### src/rtl/serv_sram8_pkg.sv
// Shared types and constants for the SERV dbus to 8-bit async SRAM responder.
// The SERV_SRAM8_WAIT_STATE_EN build option is consumed by serv_sram8_responder.
package serv_sram8_pkg;

    localparam int LANES = 4;

    typedef logic [1:0] lane_t;

    // ST_HOLD is only ever entered when the wait-state build option is defined.
    typedef enum logic [2:0] {
        ST_IDLE,
        ST_SETUP,
        ST_STROBE,
        ST_HOLD,
        ST_ACK,
        ST_DONE
    } state_t;

    localparam logic STROBE_N_RST = 1'b1;
    localparam logic DAT_OE_RST   = 1'b0;

    function automatic logic [7:0] lane_byte(input logic [31:0] word, input lane_t lane);
        logic [7:0] b;
        b = word[7:0];
        case (lane)
            2'd0: b = word[7:0];
            2'd1: b = word[15:8];
            2'd2: b = word[23:16];
            2'd3: b = word[31:24];
        endcase
        return b;
    endfunction

endpackage

### src/rtl/serv_sram8_lane_next.sv
// Lane scheduler: finds the lowest set lane above (or at, when i_incl is set)
// the current lane, so unselected lanes are skipped in zero cycles.
module serv_sram8_lane_next
    import serv_sram8_pkg::*;
(
    input  logic [3:0] i_mask,
    input  lane_t      i_lane,
    input  logic       i_incl,
    output lane_t      o_lane,
    output logic       o_none
);

    always_comb begin
        o_lane = '0;
        o_none = 1'b1;
        // Walk downwards so the lowest qualifying lane is the last one written.
        for (int i = LANES - 1; i >= 0; i--) begin
            if (i_mask[i] && ((i > int'(i_lane)) || (i_incl && (i == int'(i_lane))))) begin
                o_lane = lane_t'(i);
                o_none = 1'b0;
            end
        end
    end

endmodule

### src/rtl/serv_sram8_responder.sv
// SERV dbus responder: splits each 32-bit access into byte cycles on an 8-bit SRAM.
// Define SERV_SRAM8_WAIT_STATE_EN to stretch every byte strobe by one HOLD cycle.
module serv_sram8_responder
    import serv_sram8_pkg::*;
#(
    parameter int ADDR_W = 16
) (
    input  logic              clk,
    input  logic              i_rst_n,
    input  logic [ADDR_W-1:0] i_wb_adr,
    input  logic [31:0]       i_wb_dat,
    input  logic [3:0]        i_wb_sel,
    input  logic              i_wb_we,
    input  logic              i_wb_cyc,
    output logic [31:0]       o_wb_rdt,
    output logic              o_wb_ack,
    output logic [ADDR_W-1:0] o_sram_adr,
    output logic [7:0]        o_sram_dat,
    output logic              o_sram_dat_oe,
    input  logic [7:0]        i_sram_dat,
    output logic              o_sram_ce_n,
    output logic              o_sram_oe_n,
    output logic              o_sram_we_n
);

    state_t            state_q, state_d;
    logic [ADDR_W-1:2] base_q, base_d;
    logic [31:0]       dat_q, dat_d;
    logic [3:0]        mask_q, mask_d;
    logic              we_q, we_d;
    lane_t             lane_q, lane_d;
    logic              cap_q, cap_d;
    lane_t             cap_lane_q, cap_lane_d;

    logic [31:0]       rdt_q, rdt_d;
    logic              ack_q, ack_d;
    logic [ADDR_W-1:0] sram_adr_q, sram_adr_d;
    logic [7:0]        sram_dat_q, sram_dat_d;
    logic              dat_oe_q, dat_oe_d;
    logic              ce_n_q, ce_n_d;
    logic              oe_n_q, oe_n_d;
    logic              we_n_q, we_n_d;

    logic              in_idle;
    logic [3:0]        sel_mask;
    logic [3:0]        nx_mask;
    lane_t             nx_cur;
    lane_t             nx_lane;
    logic              nx_none;
    logic              unused_adr_bits;

    assign unused_adr_bits = ^i_wb_adr[1:0];

    // In IDLE the scheduler looks at the incoming request, otherwise at the latched one.
    assign in_idle  = (state_q == ST_IDLE);
    assign sel_mask = i_wb_we ? i_wb_sel : 4'hF;
    assign nx_mask  = in_idle ? sel_mask : mask_q;
    assign nx_cur   = in_idle ? lane_t'(0) : lane_q;

    serv_sram8_lane_next u_lane_next (
        .i_mask (nx_mask),
        .i_lane (nx_cur),
        .i_incl (in_idle),
        .o_lane (nx_lane),
        .o_none (nx_none)
    );

    always_comb begin
        state_d = state_q;
        base_d  = base_q;
        dat_d   = dat_q;
        mask_d  = mask_q;
        we_d    = we_q;
        lane_d  = lane_q;
        case (state_q)
            ST_IDLE: begin
                if (i_wb_cyc) begin
                    base_d = i_wb_adr[ADDR_W-1:2];
                    dat_d  = i_wb_dat;
                    mask_d = sel_mask;
                    we_d   = i_wb_we;
                    lane_d = nx_lane;
                    state_d = nx_none ? ST_ACK : ST_SETUP;
                end
            end
            ST_SETUP: state_d = ST_STROBE;
`ifdef SERV_SRAM8_WAIT_STATE_EN
            ST_STROBE: state_d = ST_HOLD;
            ST_HOLD: begin
                lane_d  = nx_none ? lane_q : nx_lane;
                state_d = nx_none ? ST_ACK : ST_SETUP;
            end
`else
            ST_STROBE: begin
                lane_d  = nx_none ? lane_q : nx_lane;
                state_d = nx_none ? ST_ACK : ST_SETUP;
            end
`endif
            ST_ACK:  state_d = ST_DONE;
            ST_DONE: state_d = ST_IDLE;
            default: state_d = ST_IDLE;
        endcase
    end

    // Pins are decoded from the registered state, so each pin phase trails the
    // state by one cycle and the read byte is sampled at the end of that phase.
    always_comb begin
        ack_d      = (state_q == ST_ACK);
        sram_adr_d = sram_adr_q;
        sram_dat_d = sram_dat_q;
        dat_oe_d   = DAT_OE_RST;
        ce_n_d     = STROBE_N_RST;
        oe_n_d     = STROBE_N_RST;
        we_n_d     = STROBE_N_RST;
        if (state_q == ST_SETUP || state_q == ST_STROBE || state_q == ST_HOLD) begin
            sram_adr_d = {base_q, lane_q};
            ce_n_d     = 1'b0;
            if (we_q) begin
                sram_dat_d = lane_byte(dat_q, lane_q);
                dat_oe_d   = 1'b1;
                we_n_d     = (state_q == ST_SETUP);
            end else begin
                oe_n_d = 1'b0;
            end
        end
`ifdef SERV_SRAM8_WAIT_STATE_EN
        cap_d = (state_q == ST_HOLD) && !we_q;
`else
        cap_d = (state_q == ST_STROBE) && !we_q;
`endif
        cap_lane_d = lane_q;
        rdt_d = rdt_q;
        for (int i = 0; i < LANES; i++) begin
            if (cap_q && (cap_lane_q == lane_t'(i))) begin
                rdt_d[8*i +: 8] = i_sram_dat;
            end
        end
    end

    always_ff @(posedge clk) begin
        if (!i_rst_n) begin
            state_q    <= ST_IDLE;
            base_q     <= '0;
            dat_q      <= '0;
            mask_q     <= '0;
            we_q       <= 1'b0;
            lane_q     <= '0;
            cap_q      <= 1'b0;
            cap_lane_q <= '0;
            rdt_q      <= '0;
            ack_q      <= 1'b0;
            sram_adr_q <= '0;
            sram_dat_q <= '0;
            dat_oe_q   <= DAT_OE_RST;
            ce_n_q     <= STROBE_N_RST;
            oe_n_q     <= STROBE_N_RST;
            we_n_q     <= STROBE_N_RST;
        end else begin
            state_q    <= state_d;
            base_q     <= base_d;
            dat_q      <= dat_d;
            mask_q     <= mask_d;
            we_q       <= we_d;
            lane_q     <= lane_d;
            cap_q      <= cap_d;
            cap_lane_q <= cap_lane_d;
            rdt_q      <= rdt_d;
            ack_q      <= ack_d;
            sram_adr_q <= sram_adr_d;
            sram_dat_q <= sram_dat_d;
            dat_oe_q   <= dat_oe_d;
            ce_n_q     <= ce_n_d;
            oe_n_q     <= oe_n_d;
            we_n_q     <= we_n_d;
        end
    end

    assign o_wb_rdt      = rdt_q;
    assign o_wb_ack      = ack_q;
    assign o_sram_adr    = sram_adr_q;
    assign o_sram_dat    = sram_dat_q;
    assign o_sram_dat_oe = dat_oe_q;
    assign o_sram_ce_n   = ce_n_q;
    assign o_sram_oe_n   = oe_n_q;
    assign o_sram_we_n   = we_n_q;

endmodule

### config.mk
export PLATFORM = sky130hd
export DESIGN_NAME = serv_sram8_responder
export DESIGN_NICKNAME = d
export VERILOG_FILES = /design/src/rtl/serv_sram8_pkg.sv /design/src/rtl/serv_sram8_lane_next.sv /design/src/rtl/serv_sram8_responder.sv
export SDC_FILE = /design/constraint.sdc
export NUM_CORES = 1
export LEC_CHECK = 0
export BUFFER_PORTS_ARGS = -buffer_cell sky130_fd_sc_hd__buf_2
export CAP_MARGIN = 15
export CORE_MARGIN = 2
export CORE_UTILIZATION = 49
export CTS_BUF_LIST = sky130_fd_sc_hd__clkbuf_8
export CTS_CLUSTER_DIAMETER = 50
export DETAILED_ROUTE_END_ITERATION = 7
export PLACE_DENSITY_LB_ADDON = 0.2
export REMOVE_ABC_BUFFERS = 1
export SLEW_MARGIN = 20
export SYNTH_ARGS = -nofsm -noshare
export SYNTH_HDL_FRONTEND = slang
export SYNTH_HIERARCHICAL = 1
export SYNTH_SLANG_ARGS = --single-unit
### constraint.sdc
create_clock -name clk -period 2.15 [get_ports clk]
set_input_delay 0.1075 -clock clk [delete_from_list [all_inputs] [get_ports clk]]
set_output_delay 0.1075 -clock clk [all_outputs]
set_load 0.01 [all_outputs]
==> qor.yml <==
status: "complete, no violations"
rows: 35
path_max_fanout: 4
path_clk_slew_ns: 0.07
grt_pass1_wl_um: 17600
slew_viol_final: 0
critical_path_class: "reg -> reg"
seqCellArea_sq_um: 2410
clk_latency_ns: 0.41
ys_ff_latch: 120
finalWirelength_um: 10800
drive_above_1_share: 0.287
drt_pass1_iterations: 5
port_buffers: 122
syn_avg_cell_area_sq_um: 10.1
cts_root_buf: "clkbuf_8"
gp_congestion: 0.828
cp-end-kind: "flip-flop"
vdd.ir_drop.worst_uv: 432
clock.fmax_ghz: 0.499
start_kind: "flip-flop"
crit_arrival_ns: 2.31
num_antenna_cells: 0
synth_edf_count: 0
grt_start_max_net_pins: 83
hold_start: "i_sram_dat[2]"
num_vias: 3845
clk_path_buf_depth: 2
synthArstFlopShare: 0
cts_setup_buffers: 0
fill_cells: 721
hold-worst-slack_ns: 0.0177
multi_input_area_sq_um: 2110
synthCells: 465
dp_hpwl_um: 6830
clock_sinks: 120
placed_cells: 697
die_w_um: 102
tightest_slew_ns: 0.744
die_y_um: 102
required_ns: 2.45
met3_length_um: 572
holdPathStages: 3
grt_usage: 0.217
maxCapViolations: 0
synth_cell_types: 41
htree_num_levels: 4
overflow: 0
min_path_type: "in -> reg"
met2WireLength_um: 5390
numCtsBuffers: 17
viasPerCell: 4.91
avgRoutedWirePerCell_um: 13.7
final-hold-violation-count: 0
crit_start: "state_q[1]"
cts_tree: "done"
seq_area_frac_synth: 0.512
core_area_sq_um: 9240
yosysWarnings: 6
ant_nets: 0
drc: 0
antenna_found_initial: 0
drtIter0Drc: 97
power.leakage_nw: 2.89
synth-main-ff-cell: "dfxtp_1"
finalCriticalPeriod_ns: 2.00
grt_pass1_vias: 3789
met1_length_um: 4660
r2r_cells: 9
layout.cells.non_filler: 783
top_layer: "met4"
synth_area_sq_um: 4690
start_util: 0.507
fin_crit_sh: 0.931
fin_nets: 705
pin_count: 125
p_total_mw: 4.87
preCtsSetupSlack_ns: -0.00860
relSlewSlack: 0.503
timing.rr.start: "state_q[1]"
finClkSkew_ns: 0.0106
setup_viol: 0
syn2layout_area_growth_pct: 35.3
fp.dieArea_sq_um: 10400
power_density_nw_per_um2: 769
fin_ws_ns: 0.148
-- power by group --
part	switching, mW	internal [mW]	leakage [nW]
Clock	0.863	1.01	0.195
Sequential	0.0504	2.32	0.978
Combinational	0.311	0.315	1.72
-- critical path, cell delays in order (launching register included) --
cell     delay (ns)
dfxtp_2        0.34
nor3_4         0.24
a21oi_1        0.15
maj3_2         0.32
o22a_1         0.21
nor2_2         0.14
nor2b_1        0.06
o21ai_2        0.16
mux2i_1        0.22
nor2b_1        0.06
-- Yosys cell counts, types with 4 or more instances --
master | number | share of area
dfxtp_1 | 120 | 0.51
nand2_1 | 102 | 0.082
nor2b_1 | 44 | 0.059
a21boi_1 | 42 | 0.067
mux2i_1 | 34 | 0.073
a22o_1 | 24 | 0.045
clkbuf_1 | 12 | 0.0096
buf_2 | 10 | 0.011
nor2_1 | 10 | 0.0080
mux4_2 | 8 | 0.038
buf_6 | 6 | 0.014
a21boi_0 | 5 | 0.0080
a21oi_1 | 5 | 0.0053
inv_1 | 4 | 0.0032
o211a_1 | 4 | 0.0085
-- metal layers --
| layer | vias to the layer above | track usage |
|---|---|---|
| li1 | 1938 | - |
| met3 | 12 | 0.0622 |
| met2 | 105 | 0.386 |
| met4 | 0 | 0.0605 |
| met1 | 1790 | 0.255 |
| met5 | - | 0 |
-- stage by stage --
step	util	TNS (ns)	area, sq um
2_1_floorplan	-	-16.40	4500
3_3_place_gp	0.584	0	5400
3_5_place_dp	0.584	-0.00860	5400
4_1_cts	0.683	0	6310
5_1_grt	0.686	-0.0146	6340
6_report	0.686	0	6340
-- sequential cells by signal (all words and copies together), names as in the netlist, 2 cells and up --
name / cells
cap_lane_q: 2
state_q: 3
o_sram_dat: 8
o_sram_adr: 16
o_wb_rdt: 32
base_q: 14
cap_lane_d: 2
dat_q: 32
mask_q: 4
-- layout by cell type, fill, tap and decap left out, types with 2 or more instances in the layout --
master and n:
nor2b_2 2, dfxtp_1 117, buf_2 122, buf_12 2
nand2_1 101, clkbuf_8 17, inv_1 7, nor2_1 9
bufinv_16 2, a21boi_1 42, a21boi_0 5, clkinv_2 4
buf_4 9, mux4_2 8, o21ai_0 2, nor2_2 2
dlygate4sd3_1 54, and2_1 2, a211oi_1 2, nand3b_1 2
a21oi_1 4, o211a_1 4, clkinvlp_4 3, a22o_1 24
nor2b_1 42, dfxtp_2 3, clkinv_4 3, mux2i_1 34
-- kinds of logic after synthesis --
kind of cell | after synthesis | synth area share
buffers and inverters | 37 | 0.0443
AND/OR/NAND/NOR | 173 | 0.177
adder cells (fa/ha/maj) | 1 | 0.00240
AO/OA/AOI/OAI | 92 | 0.152
flip-flops | 120 | 0.512
multiplexers | 42 | 0.111
-- timing repair --
action | in CTS | in global routing
setup endpoints to repair | 2 | 4
hold endpoints to repair | 58 | 1
hold buffers | 53 | 1
gates resized for setup | 2 | 9
pin swaps | 0 | 3
-- final cells by class --
type,count,area share
well taps,129,0.0254
inverters,6,0.00355
clock inverters,15,0.0221
multi-input cells,308,0.332
flip-flops and latches,120,0.379
repair buffers,188,0.200
clock buffers,17,0.0369
-- path summary, 6_finish.rpt --
path,endpoint,slack [ns]
setup / recovery,cap_lane_d[0],0.15
hold reg to reg,dat_q[2],0.45
hold / removal,o_wb_rdt[10],0.02
setup reg to reg,cap_lane_d[0],0.15
Note: power is estimated with default switching activity, not from simulation.
